$ cat src/rtl/i2s_decoder_pkg.sv
// -----------------------------------------------------------------------------
// i2s_decoder_pkg
//   Shared definitions for the I2S receiver.
//   - state_e          : receiver framing state (HUNT / ALIGN / LOCK)
//   - DEF_DATA_WIDTH   : default bits per channel word
//   - DEF_SLOT_WIDTH   : default BCLK periods per LRCLK half-frame
// -----------------------------------------------------------------------------
package i2s_decoder_pkg;

    typedef enum logic [1:0] {
        ST_HUNT  = 2'd0,
        ST_ALIGN = 2'd1,
        ST_LOCK  = 2'd2
    } state_e;

    localparam int DEF_DATA_WIDTH = 16;
    localparam int DEF_SLOT_WIDTH = 32;

endpackage

$ cat src/rtl/i2s_decoder_slot_timer.sv
// -----------------------------------------------------------------------------
// i2s_decoder_slot_timer
//   Tracks position inside the current LRCLK half-frame and flags the framing
//   events the receiver FSM reacts to. All flags are combinational and refer
//   to the sample taken on the current rising BCLK edge.
//
//   Ports
//     i_bclk        in   bit clock
//     i_rst_x       in   asynchronous active-low reset
//     i_lrclk       in   word select as sampled this edge
//     o_edge        out  LRCLK differs from the previous sample
//     o_legal_edge  out  edge arriving exactly one full slot after the last one
//     o_short_edge  out  edge arriving at any other position
//     o_overrun     out  no edge although a full slot has elapsed
//     o_shift_en    out  this sample carries a data bit
//     o_word_done   out  this sample carries the LSB of the word
// -----------------------------------------------------------------------------
module i2s_decoder_slot_timer
    import i2s_decoder_pkg::*;
#(
    parameter int DATA_WIDTH = DEF_DATA_WIDTH,
    parameter int SLOT_WIDTH = DEF_SLOT_WIDTH
) (
    input  logic i_bclk,
    input  logic i_rst_x,
    input  logic i_lrclk,
    output logic o_edge,
    output logic o_legal_edge,
    output logic o_short_edge,
    output logic o_overrun,
    output logic o_shift_en,
    output logic o_word_done
);

    localparam int POS_W = $clog2(SLOT_WIDTH) + 1;

    localparam logic [POS_W-1:0] POS_ONE  = POS_W'(1);
    localparam logic [POS_W-1:0] POS_DATA = POS_W'(DATA_WIDTH);
    localparam logic [POS_W-1:0] POS_SLOT = POS_W'(SLOT_WIDTH);
    localparam logic [POS_W-1:0] POS_MAX  = '1;

    logic             lr_d_q, lr_d_d;
    logic [POS_W-1:0] pos_q,  pos_d;

    always_comb begin
        lr_d_d = i_lrclk;
        o_edge = (i_lrclk != lr_d_q);

        // Position 1 is the edge sample itself; the counter saturates so a
        // stalled LRCLK can never wrap around into a false legal edge.
        if (o_edge) begin
            pos_d = POS_ONE;
        end else if (pos_q != POS_MAX) begin
            pos_d = pos_q + POS_ONE;
        end else begin
            pos_d = pos_q;
        end

        o_legal_edge = o_edge && (pos_q == POS_SLOT);
        o_short_edge = o_edge && (pos_q != POS_SLOT);
        o_overrun    = !o_edge && (pos_q == POS_SLOT);
        o_shift_en   = !o_edge && (pos_q >= POS_ONE) && (pos_q <= POS_DATA);
        o_word_done  = !o_edge && (pos_q == POS_DATA);
    end

    always_ff @(posedge i_bclk or negedge i_rst_x) begin
        if (!i_rst_x) begin
            lr_d_q <= 1'b0;
            pos_q  <= '0;
        end else begin
            lr_d_q <= lr_d_d;
            pos_q  <= pos_d;
        end
    end

endmodule

$ cat src/rtl/i2s_decoder.sv
// -----------------------------------------------------------------------------
// i2s_decoder
//   I2S receiver. Deserialises MSB-first words from i_sdata, checks that the
//   LRCLK framing is regular and publishes every complete left+right pair.
//
//   Ports
//     i_bclk     in   bit clock, all state updates on its rising edge
//     i_rst_x    in   asynchronous active-low reset
//     i_lrclk    in   word select, 0 = left, 1 = right
//     i_sdata    in   serial data
//     o_data_l   out  last published left word
//     o_data_r   out  last published right word
//     o_valid    out  one-cycle pulse when o_data_l/o_data_r update
//     o_locked   out  framing verified
//     o_err      out  one-cycle pulse on a framing violation while locked
// -----------------------------------------------------------------------------
module i2s_decoder
    import i2s_decoder_pkg::*;
#(
    parameter int DATA_WIDTH = DEF_DATA_WIDTH,
    parameter int SLOT_WIDTH = DEF_SLOT_WIDTH
) (
    input  logic                  i_bclk,
    input  logic                  i_rst_x,
    input  logic                  i_lrclk,
    input  logic                  i_sdata,
    output logic [DATA_WIDTH-1:0] o_data_l,
    output logic [DATA_WIDTH-1:0] o_data_r,
    output logic                  o_valid,
    output logic                  o_locked,
    output logic                  o_err
);

    logic edge_s, legal_edge, short_edge, overrun, shift_en, word_done;

    i2s_decoder_slot_timer #(
        .DATA_WIDTH (DATA_WIDTH),
        .SLOT_WIDTH (SLOT_WIDTH)
    ) u_slot_timer (
        .i_bclk       (i_bclk),
        .i_rst_x      (i_rst_x),
        .i_lrclk      (i_lrclk),
        .o_edge       (edge_s),
        .o_legal_edge (legal_edge),
        .o_short_edge (short_edge),
        .o_overrun    (overrun),
        .o_shift_en   (shift_en),
        .o_word_done  (word_done)
    );

    state_e                state_q,  state_d;
    logic [DATA_WIDTH-1:0] shift_q,  shift_d;
    logic [DATA_WIDTH-1:0] left_q,   left_d;
    logic                  held_q,   held_d;
    logic [DATA_WIDTH-1:0] data_l_q, data_l_d;
    logic [DATA_WIDTH-1:0] data_r_q, data_r_d;
    logic                  valid_q,  valid_d;
    logic                  locked_q, locked_d;
    logic                  err_q,    err_d;

    logic [DATA_WIDTH-1:0] word;
    logic                  timing_err;

    always_comb begin
        word       = {shift_q[DATA_WIDTH-2:0], i_sdata};
        timing_err = short_edge || overrun;

        state_d  = state_q;
        shift_d  = shift_en ? word : shift_q;
        left_d   = left_q;
        held_d   = held_q;
        data_l_d = data_l_q;
        data_r_d = data_r_q;
        valid_d  = 1'b0;
        err_d    = 1'b0;

        case (state_q)
            ST_HUNT: begin
                if (edge_s) begin
                    state_d = ST_ALIGN;
                end
            end
            ST_ALIGN: begin
                // Bad edges or overruns here only re-arm the slot counter,
                // which the timer does on its own at the next edge.
                if (legal_edge) begin
                    state_d = ST_LOCK;
                end
            end
            ST_LOCK: begin
                if (timing_err) begin
                    state_d = ST_ALIGN;
                    err_d   = 1'b1;
                    held_d  = 1'b0;
                end else if (word_done) begin
                    // A completion is never an edge sample, so i_lrclk
                    // still names the slot the word belongs to.
                    if (!i_lrclk) begin
                        left_d = word;
                        held_d = 1'b1;
                    end else if (held_q) begin
                        data_l_d = left_q;
                        data_r_d = word;
                        valid_d  = 1'b1;
                        held_d   = 1'b0;
                    end
                end
            end
            default: begin
                state_d = ST_HUNT;
            end
        endcase

        locked_d = (state_d == ST_LOCK);
    end

    always_ff @(posedge i_bclk or negedge i_rst_x) begin
        if (!i_rst_x) begin
            state_q  <= ST_HUNT;
            shift_q  <= '0;
            left_q   <= '0;
            held_q   <= 1'b0;
            data_l_q <= '0;
            data_r_q <= '0;
            valid_q  <= 1'b0;
            locked_q <= 1'b0;
            err_q    <= 1'b0;
        end else begin
            state_q  <= state_d;
            shift_q  <= shift_d;
            left_q   <= left_d;
            held_q   <= held_d;
            data_l_q <= data_l_d;
            data_r_q <= data_r_d;
            valid_q  <= valid_d;
            locked_q <= locked_d;
            err_q    <= err_d;
        end
    end

    assign o_data_l = data_l_q;
    assign o_data_r = data_r_q;
    assign o_valid  = valid_q;
    assign o_locked = locked_q;
    assign o_err    = err_q;

endmodule

$ cat config.mk
export PLATFORM = sky130hd
export DESIGN_NAME = i2s_decoder
export DESIGN_NICKNAME = d
export VERILOG_FILES = /design/src/rtl/i2s_decoder_pkg.sv /design/src/rtl/i2s_decoder_slot_timer.sv /design/src/rtl/i2s_decoder.sv
export SDC_FILE = /design/constraint.sdc
export NUM_CORES = 1
export LEC_CHECK = 0
export BUFFER_PORTS_ARGS = -buffer_cell sky130_fd_sc_hd__buf_2
export CORE_MARGIN = 1
export CORE_UTILIZATION = 50
export DETAILED_ROUTE_END_ITERATION = 10
export PLACE_DENSITY = 0.74
export SLEW_MARGIN = 20
export SYNTH_ARGS = -nofsm -noshare
export SYNTH_HDL_FRONTEND = slang
export SYNTH_SLANG_ARGS = --single-unit
$ cat constraint.sdc
create_clock -name i_bclk -period 5 [get_ports i_bclk]
set_clock_uncertainty 0.2 [all_clocks]
set_input_delay 1 -clock i_bclk [delete_from_list [all_inputs] [get_ports i_bclk]]
set_output_delay 1 -clock i_bclk [all_outputs]
set_load 0.02 [all_outputs]
After elaboration in Yosys (flattened, before gate mapping):

Index checks and enable logic that the tools add are counted.

* register bits: 76
* input bits: 4

* add/subtract/negate cells: 1
* order comparisons: 2
* equality and inequality tests: 8
* muxes and demuxes: 16
* bitwise logic cells: 2
* reductions and logical operators: 14

Operators by type and width (number)
* two-way mux 6 bit: 2
* inequality test 6 bit, second input constant: 2
* two-way mux 1 bit: 10
* adder 6 x 1 -> 6 bit, second input constant: 1
* equality test 6 x 5 -> 1 bit, second input constant: 1
* equality test 6 bit, second input constant: 1
* greater-or-equal comparator 6 x 1 -> 1 bit, second input constant: 1
* less-or-equal comparator 6 x 5 -> 1 bit, second input constant: 1
* logical AND 1 bit: 6
* two-way mux 2 bit: 3
* one-hot mux 2 bit (3 select lines): 1
* AND reduction 5 bit: 1
* equality test 2 bit, second input constant: 2
* AND reduction 4 bit: 1
* nonzero test 2 bit: 2
* equality test 2 x 1 -> 1 bit, second input constant: 1
* zero test 2 bit: 1
* NOT 1 bit: 2
* AND reduction 2 bit: 1
* zero test 1 bit: 1
* logical OR 1 bit: 1
* inequality test 1 bit: 1

Depth between registers and ports, before layout:

Gate-level depths: netlist of run 1.

* depth after elaboration: 7
* gate-level depth with buffers: 10

Modules after synthesis:

A second synthesis of run 1 with hierarchy kept.

* cells, all modules: 204
* area total of the unflattened synthesis: 3066.7 um^2

By module, submodules not included
* i2s_decoder: times used 1, cells each 157, area an instance 2603.7 um^2, seq. area each 1726.7 um^2
* i2s_decoder_slot_timer: times used 1, cells each 47, area an instance 462.9 um^2, seq. area each 175.2 um^2

Least setup slack after synthesis of run 1:

Ideal clock, no wire load.

* path type: input port to flip-flop
* from: in i_lrclk
* to: reg data_l_q[0], in the netlist o_data_l[0]
* library setup time: 0.127 ns
* arrival: 2.741 ns
* required time: 4.673 ns
* path slack: 1.931 ns
* cell stages on the path: 8
* cells stage by stage: xnor2_1 > inv_1 > ha_1 > nor4_4 > and2b_1 > buf_4 > buf_6 > mux2_1

* longest elaborated chain between the ends: 6
* elaborated cells between the ends (all ways): 8

RTL lines
* start: declaration: RTL line i2s_decoder.sv:25 `input logic i_lrclk,`
* inequality test 1 bit: RTL line i2s_decoder_slot_timer.sv:47 `o_edge = (i_lrclk != lr_d_q);`
* zero test 1 bit: RTL line i2s_decoder_slot_timer.sv:61, i2s_decoder_slot_timer.sv:63
* logical AND 1 bit: RTL line i2s_decoder_slot_timer.sv:61 `o_overrun = !o_edge && (pos_q == POS_SLOT);`
* logical OR 1 bit: RTL line i2s_decoder.sv:66 `timing_err = short_edge || overrun;`
* NOT 1 bit (no source line)
* AND reduction 5 bit (no source line) (*)
* end signal: assignment: RTL line i2s_decoder.sv:133 `data_l_q <= data_l_d;`
* end: declaration: RTL line i2s_decoder.sv:55 `logic [DATA_WIDTH-1:0] data_l_q, data_l_d;`

Mark *: on every way between the ends. The rest lies on a longest branch, timed or not.
A chain may end at the register's enable or synchronous reset.

Final worst setup path of run 1:

* from: reg u_slot_timer.pos_q[0]
* to: reg data_r_q[0], in the netlist o_data_r[0]

* longest elaborated chain between the ends: 5
* elaborated cells between the ends (all ways): 9

RTL lines
* start: declaration: RTL line i2s_decoder_slot_timer.sv:43 `logic [POS_W-1:0] pos_q, pos_d;`
* start signal: assignment: RTL line i2s_decoder_slot_timer.sv:72 `pos_q <= pos_d;`
* inequality test 6 bit or equality test 6 bit (tied branches): RTL line i2s_decoder_slot_timer.sv:60, i2s_decoder_slot_timer.sv:61
* logical AND 1 bit, on equally long branches: RTL line i2s_decoder_slot_timer.sv:60, i2s_decoder_slot_timer.sv:61
* logical OR 1 bit: RTL line i2s_decoder.sv:66
* NOT 1 bit (no source line)
* AND reduction 5 bit (no source line) (*)
* end signal: assignment: RTL line i2s_decoder.sv:134 `data_r_q <= data_r_d;`
* end: declaration: RTL line i2s_decoder.sv:56 `logic [DATA_WIDTH-1:0] data_r_q, data_r_d;`

Marked as above.

==> results.json, run 1 <==
{
  "outcome": "complete, no violations",
  "core_area_um2": 5890,
  "clkPwrFrac": 0.349,
  "yosysTopAreaCellShare": 0.624,
  "dieArea_um2": 6410,
  "power_density_nw_per_um2": 383,
  "dpl_cell_area_um2": 3280,
  "netlist_instances": 200,
  "track_usage": 0.172,
  "antenna_found_initial": 0,
  "crit_path_max_incr_delay_ns": 0.45,
  "critPathRequiredTime_ns": 5.01,
  "vias": 1708,
  "ios": 39,
  "ys_seq_area_frac": 0.624,
  "syn_area_per_cell_um2": 15.2,
  "antenna_cells": 0,
  "critPathLaunchType": "flip-flop",
  "path_class": "flip-flop to flip-flop",
  "crit_path_frequent_cell": "ha_1",
  "path_clk_slew_ns": 0.07,
  "yosys_warnings": 0,
  "cts_hold_buf": 0,
  "grt_first_pass_wirelength_um": 8160,
  "first_pass_iters": 4,
  "tritoncts": "built",
  "drive_gt1_frac": 0.361,
  "grt-ovfl-total": 0,
  "fin_worst_hold_slack_ns": 0.281,
  "num_rows": 28,
  "die_height_um": 80.1,
  "cp_cell_sequence": "inv_1 -> ha_1 -> or3b_4 -> nor3b_1 -> ha_1 -> nor4_4 -> and2b_1 -> buf_4 -> mux2_2",
  "fmax_ghz": 0.308,
  "wl_per_cell_um": 14.7,
  "ys_seq_elements": 76,
  "nNetsFinal": 253,
  "postRouteAntennaNets": 0,
  "ys_top_cells_by_area": "dfrtp_1, mux2_2, mux2_1, ha_1, buf_6",
  "p_switching_uw": 327,
  "syn_nets": 209,
  "vias_per_cell": 5.27,
  "finalSetupTns_ns": 0,
  "dpl.cell_count": 308,
  "stdcell_area_um2": 3480,
  "cts_inserted_buffers": 9,
  "maxSlewHeadroom": 0.391,
  "fin_util": 0.592,
  "netlist_area_um2": 3050,
  "drt-initial-drc-count": 76,
  "maxCapViolations": 0,
  "hpwl_um": 3000,
  "power_frac_seq": 0.557,
  "grt_pass1_vias": 1754,
  "crit_arrival_ns": 3.26,
  "period_share": 0.649,
  "rsz0062_at_grt": "no",
  "p_sw_frac": 0.245,
  "maxSlewViolCount": 0,
  "clock-sinks": 76,
  "placement.io_buffers": 38,
  "worst_pin_slew_ns": 0.913,
  "final-setup-viol-count": 0,
  "min_period_ns": 3.25,
  "path_buf_inv": 2,
  "p_int_uw": 1010,
  "instances_no_fill": 324,
  "critPathTopFamily": "simple AND/OR/NAND/NOR gates",
  "die_w_um": 80.1,
  "clock_latency_ns": 0.33,
  "hp-class": "flip-flop to flip-flop",
  "hold_viol_final": 0,
  "combPwrFrac": 0.094,
  "crit_fanout": 32,
  "routabilityCongestion": 0.841,
  "critPathCaptureType": "flip-flop",
  "drc": 0,
  "ir_drop_v": 0.000239,
  "areaGrowthSynthToFinish_pct": 14.3,
  "cts_resized": 0,
  "cts-root-buf": "clkbuf_8",
  "synthDistinctLibCells": 30,
  "wl_um": 4760,
  "synth_area_leader_cell": "dfrtp_1",
  "crit_slowest_cell": "dfrtp_1",
  "grt_max_degree": 77,
  "p_leak_uw": 0.00187,
  "htree_levels": 3,
  "layout_commonest_cell": "dfrtp_1",
  "cts_max_path_buffers": 2,
  "post-cts-setup-buffers": 0,
  "start_util": 0.518,
  "final_cell_mix": "dfrtp_1, buf_2, mux2_2"
}
-- cell type report --
class / count / area [µm²]
Tap cell: 75 / 93.8
Clock buffer: 12 / 155
Multi-Input combinational cell: 114 / 1070
Sequential cell: 76 / 1900
Timing Repair Buffer: 39 / 200
Inverter: 4 / 15.0
Fill cell: 484 / 2400
Clock inverter: 4 / 47.5
-- flip-flops by register name (all words and copies together) (netlist names) --
signal / cells
held_q: 1
left_q: 16
o_data_l: 16
o_data_r: 16
o_err: 1
o_locked: 1
o_valid: 1
shift_q: 15
state_q: 2
u_slot_timer.lr_d_q: 1
u_slot_timer.pos_q: 6
-- stage by stage --
stage                     worst slack [ns]  total power (µW)
final                                 1.75              1340
after global routing                  1.54              1400
after CTS                             1.73              1350
after detailed placement              1.44               884
after global placement                1.51               877
after floorplan                       1.93               835
-- cells in the mapped netlist (all sizes together) --
cell / n
a211o: 1
a211oi: 2
a21oi: 1
a31oi: 2
and2b: 1
and3: 2
buf: 6
dfrtp: 76
ha: 5
inv: 4
mux2: 63
mux2i: 2
nand2: 5
nand2b: 2
nand3: 4
nor2: 7
nor3: 1
nor3b: 1
nor4: 1
nor4b: 1
o21a: 2
o21ai: 4
o22ai: 1
or3b: 1
or4: 2
xnor2: 2
xor2: 1
-- routing by layer --
layer,part of all wire,vias up,track usage
met1,0.47,857,0.223
met3,0.038,11,0.0409
li1,-,799,-
met5,0,-,0
met2,0.47,41,0.264
met4,0.027,0,0.100
-- cells by family after synthesis --
group                    after synthesis  share of synthesized area
buffers and inverters                 10                     0.0246
AO/OA/AOI/OAI                         13                     0.0271
AND/OR/NAND/NOR                       28                     0.0554
multiplexers                          65                      0.239
adder cells (fa/ha/maj)                5                     0.0205
XOR/XNOR                               3                    0.00863
flip-flops                            76                      0.624
-- worst paths after layout --
check / slack (ns) / depth (start not counted) / endpoint / from
setup / recovery: 1.75 / 9 / o_data_r[0] / u_slot_timer.pos_q[0]
hold / removal: 0.28 / 1 / o_data_r[9] / o_data_r[9]
max in group asynchronous: 3.42 / 1 / left_q[0] / i_rst_x
setup reg to reg: 1.75 / 9 / o_data_r[0] / u_slot_timer.pos_q[0]
hold reg to reg: 0.28 / 1 / o_data_r[9] / o_data_r[9]
min in group asynchronous: 0.60 / 1 / o_data_l[14] / i_rst_x
-- power by group through the flow --
| stage | combinational, µW | sequential [µW] | clock [µW] |
|---|---|---|---|
| 6_report | 126 | 744 | 466 |
| 5_1_grt | 144 | 759 | 502 |
| 4_1_cts | 128 | 744 | 483 |
| 3_5_place_dp | 128 | 757 | 0 |
| 3_3_place_gp | 123 | 754 | 0 |
| 2_1_floorplan | 102 | 733 | 0 |
Power figures use the tool's default switching activity.
==> run 2: changes to the inputs <==
clock period = 3.1 ns   (was 5 ns; I/O delays follow)
==> results.json, run 2 (same netlist as run 1, synthesis figures left out) <==
{
  "outcome": "complete, no violations",
  "critPathTopFamily": "simple AND/OR/NAND/NOR gates",
  "grt_max_degree": 77,
  "postRouteAntennaNets": 0,
  "crit_arrival_ns": 2.98,
  "maxCapViolations": 0,
  "antenna_found_initial": 0,
  "drive_gt1_frac": 0.398,
  "core_area_um2": 5890,
  "crit_path_max_incr_delay_ns": 0.43,
  "path_buf_inv": 2,
  "dieArea_um2": 6410,
  "power_density_nw_per_um2": 627,
  "hold_viol_final": 0,
  "wl_um": 5090,
  "critPathCaptureType": "flip-flop",
  "layout_commonest_cell": "dfrtp_1",
  "nFillCells": 464,
  "grt_util_met2": 0.270,
  "finalSetupTns_ns": 0,
  "fmax_ghz": 0.337,
  "crit_slowest_cell": "dfrtp_1",
  "routabilityCongestion": 0.825,
  "clkPwrFrac": 0.379,
  "hp-class": "input pin to asynchronous set/reset pin",
  "vias_per_cell": 5.22,
  "path_clk_slew_ns": 0.07,
  "die_w_um": 80.1,
  "maxSlewViolCount": 0,
  "period_share": 0.958,
  "clock-sinks": 76,
  "die_height_um": 80.1,
  "worst_pin_slew_ns": 0.921,
  "ios": 39,
  "critPathLaunchType": "flip-flop",
  "cp_cell_sequence": "inv_2 -> ha_1 -> or3b_4 -> nor3b_4 -> ha_4 -> nor4_4 -> and2b_4 -> clkbuf_16 -> mux2_1",
  "crit_fanout": 6,
  "grt-busiest-layer": "met2",
  "vias": 1742,
  "stdcell_area_um2": 3670,
  "nNetsFinal": 263,
  "maxSlewHeadroom": 0.386,
  "drc": 0,
  "cts_inserted_buffers": 9,
  "min_period_ns": 2.97,
  "p_switching_uw": 540,
  "cts_max_path_buffers": 2,
  "critPathRequiredTime_ns": 3.12,
  "final_cell_mix": "dfrtp_1, buf_2, mux2_2",
  "wl_per_cell_um": 15.2,
  "p_sw_frac": 0.235,
  "placement.io_buffers": 38,
  "first_pass_iters": 4,
  "dpl_cell_area_um2": 3340,
  "grtUsageMet1": 0.217,
  "tritoncts": "built",
  "hpwl_um": 2980,
  "p_leak_uw": 0.00194,
  "cts_hold_buf": 0,
  "cts-root-buf": "clkbuf_8",
  "areaGrowthSynthToFinish_pct": 20.5,
  "path_class": "flip-flop to flip-flop",
  "grtUsageMet3": 0.0523,
  "htree_levels": 3,
  "clock_latency_ns": 0.34,
  "grt-ovfl-total": 0,
  "grt_pass1_vias": 1765,
  "start_util": 0.518,
  "drt-initial-drc-count": 105,
  "num_rows": 28,
  "ir_drop_v": 0.000321,
  "rsz0062_at_grt": "no",
  "grt_first_pass_wirelength_um": 8100,
  "p_int_uw": 1760,
  "antenna_cells": 0,
  "final-setup-viol-count": 0,
  "power_frac_seq": 0.520,
  "combPwrFrac": 0.101,
  "track_usage": 0.171
}
## run 2: metal layers
metal	vias to the layer above	share of wire
met5	-	0
met3	8	0.042
li1	821	-
met4	0	0.016
met2	40	0.48
met1	873	0.46
## run 2: what timing repair did
| action | 4_1_cts | 5_1_grt |
|---|---|---|
| gates resized for setup | 0 | 9 |
| setup endpoints to repair | 0 | 48 |
| endpoints found under the hold margin | 0 | 0 |
| buffers inserted | 0 | 1 |
## run 2: final timing paths
kind	slack (ns)	start	end	depth (start not counted)
setup / recovery	0.13	u_slot_timer.pos_q[1]	o_data_r[11]	9
hold / removal	0.21	i_rst_x	o_data_l[14]	1
setup reg to reg	0.13	u_slot_timer.pos_q[1]	o_data_r[11]	9
hold reg to reg	0.28	o_data_l[2]	o_data_l[2]	1
max in group asynchronous	1.89	i_rst_x	shift_q[10]	1
min in group i_bclk	0.27	i_lrclk	u_slot_timer.lr_d_q	1
## run 2: power groups by stage
stage	Sequential (µW)	Clock [µW]	Combinational, µW
finish	1200	873	232
global route	1210	934	264
CTS	1190	890	226
detailed placement	1210	0	224
global placement	1210	0	216
floorplan	1180	0	164
## run 2: worst reg2reg max path: stages (launching register included)
cell	delay, ns
dfrtp_1	0.43
inv_2	0.09
ha_1	0.14
or3b_4	0.42
nor3b_4	0.23
ha_4	0.26
nor4_4	0.29
and2b_4	0.29
clkbuf_16	0.18
mux2_1	0.33
## run 2: final cells by class
| cell class | count | area [µm²] | area share |
|---|---|---|---|
| clock buffers | 11 | 131 | 0.0358 |
| clock inverters | 5 | 100 | 0.0273 |
| inverters | 4 | 15.0 | 0.00409 |
| multi-input cells | 114 | 1100 | 0.298 |
| flip-flops and latches | 76 | 1900 | 0.518 |
| well taps | 75 | 93.8 | 0.0256 |
| repair buffers | 49 | 334 | 0.0910 |
## run 2: metrics by stage
step	utilization	total power (µW)	hold slack [ns]	setup WS, ns	std cells
6_report	0.624	2300	0.211	0.132	334
5_1_grt	0.624	2410	0.256	0.0121	334
4_1_cts	0.607	2310	0.251	0.0155	330
3_5_place_dp	0.567	1440	0.272	0.0497	314
3_3_place_gp	0.567	1430	0.261	0.125	314
2_1_floorplan	-	1350	0.124	0.190	200
==> run 3: changes to the inputs <==
CORE_UTILIZATION = 57   (was 50)
PLACE_DENSITY = 0.83   (was 0.74)
==> results.json, run 3 (same netlist as run 1, synthesis figures left out) <==
{
  "outcome": "complete, no violations",
  "tritoncts": "built",
  "final-setup-viol-count": 0,
  "areaGrowthSynthToFinish_pct": 15.6,
  "power_uw": 2030,
  "drc": 0,
  "clkPwrFrac": 0.292,
  "path_class": "flip-flop to flip-flop",
  "routabilityCongestion": 0.817,
  "core_area_um2": 5140,
  "crit_start": "u_slot_timer.pos_q[1]",
  "final_cell_mix": "dfrtp_1, buf_2, mux2_2",
  "finalSetupTns_ns": 0,
  "layout_commonest_cell": "dfrtp_1",
  "fin_util": 0.685,
  "dpl_cell_area_um2": 3310,
  "nNetsFinal": 261,
  "crit_arrival_ns": 3.04,
  "critPathRequiredTime_ns": 3.12,
  "dpl.cell_count": 306,
  "min_period_ns": 3.02,
  "p_leak_uw": 0.00189,
  "die_height_um": 75.1,
  "period_share": 0.974,
  "drt-initial-drc-count": 65,
  "cts-root-buf": "clkbuf_8",
  "combPwrFrac": 0.115,
  "power_frac_seq": 0.593,
  "vias_per_cell": 5.36,
  "seqCellArea_um2": 1900,
  "hp-class": "input pin to asynchronous set/reset pin",
  "start_util": 0.593,
  "nFillCells": 372,
  "worst_pin_slew_ns": 0.902,
  "multi_input_area_um2": 1080,
  "crit_fanout": 16,
  "hold_viol_final": 0,
  "critPathCaptureType": "flip-flop",
  "p_switching_uw": 524,
  "ir_drop_v": 0.000261,
  "drive_gt1_frac": 0.382,
  "postRouteAntennaNets": 0,
  "dieArea_um2": 5640,
  "wl_per_cell_um": 15.8,
  "placement.io_buffers": 38,
  "maxSlewHeadroom": 0.399,
  "path_clk_slew_ns": 0.07,
  "cts_inserted_buffers": 9,
  "power_density_nw_per_um2": 576,
  "num_rows": 26,
  "critPathLaunchType": "flip-flop",
  "maxCapViolations": 0,
  "maxSlewViolCount": 0,
  "htree_levels": 3,
  "grt_max_degree": 77,
  "first_pass_iters": 4,
  "antenna_cells": 0,
  "p_sw_frac": 0.258,
  "cts_max_path_buffers": 2,
  "instances_no_fill": 324,
  "antenna_found_initial": 0,
  "cts_hold_buf": 0,
  "r2r_start": "u_slot_timer.pos_q[1]",
  "clock-sinks": 76,
  "clock_latency_ns": 0.34,
  "grt-ovfl-total": 0,
  "track_usage": 0.207,
  "grt_pass1_vias": 1779,
  "stdcell_area_um2": 3520,
  "r2r_cells": 9,
  "grt_first_pass_wirelength_um": 8190,
  "die_w_um": 75.1,
  "hpwl_um": 3210,
  "wl_um": 5110,
  "vias": 1738,
  "p_int_uw": 1500,
  "ios": 39,
  "fmax_ghz": 0.331
}
run 3: timing repair:
action,CTS,global route
buffers inserted,1,3
endpoints found under the hold margin,0,0
cloned,1,0
pin swaps,1,1
setup endpoints to repair,18,16
resized for setup,2,0
run 3: final cells by class:
cell class | instances | share of cell area
Timing Repair Buffer | 47 | 0.0845
Tap cell | 70 | 0.0249
Inverter | 4 | 0.00426
Sequential cell | 76 | 0.540
Multi-Input combinational cell | 114 | 0.305
Clock buffer | 10 | 0.0362
Clock inverter | 3 | 0.00497
run 3: stage by stage:
step                setup WS [ns]  hold slack (ns)
floorplan                   0.190            0.124
global placement            0.119            0.264
detailed placement         0.0189            0.271
CTS                       0.00994            0.235
global route              -0.0110            0.255
finish                     0.0810            0.217
run 3: worst paths after layout:
path	endpoint	slack (ns)
setup reg to reg	o_data_l[3]	0.08
min in group i_bclk	u_slot_timer.lr_d_q	0.27
hold / removal	o_data_r[13]	0.22
max in group asynchronous	left_q[7]	1.91
hold reg to reg	o_data_l[13]	0.28
setup / recovery	o_data_l[3]	0.08
run 3: power groups by stage:
stage	combinational, µW	sequential [µW]	clock [µW]
after floorplan	164	1180	0
after global placement	206	1210	0
after detailed placement	218	1220	0
after CTS	222	1200	611
after global routing	254	1220	652
final	233	1200	592
run 3: metal layers:
layer	vias up	part of all wire	track usage	wire [µm]
met5	-	0	0	0
met3	10	0.026	0.0482	135
met2	31	0.51	0.354	2610
met1	882	0.44	0.241	2260
li1	815	-	-	-
met4	0	0.020	0.113	102
run 3: worst max-delay path, cell delays in order (launching register included):
cell and delay, ns:
dfrtp_1 0.40, inv_1 0.12, ha_1 0.16, or3b_4 0.42
nor3b_2 0.19, ha_1 0.29, nor4_4 0.27, and2b_2 0.22
bufbuf_16 0.31, mux2_1 0.33
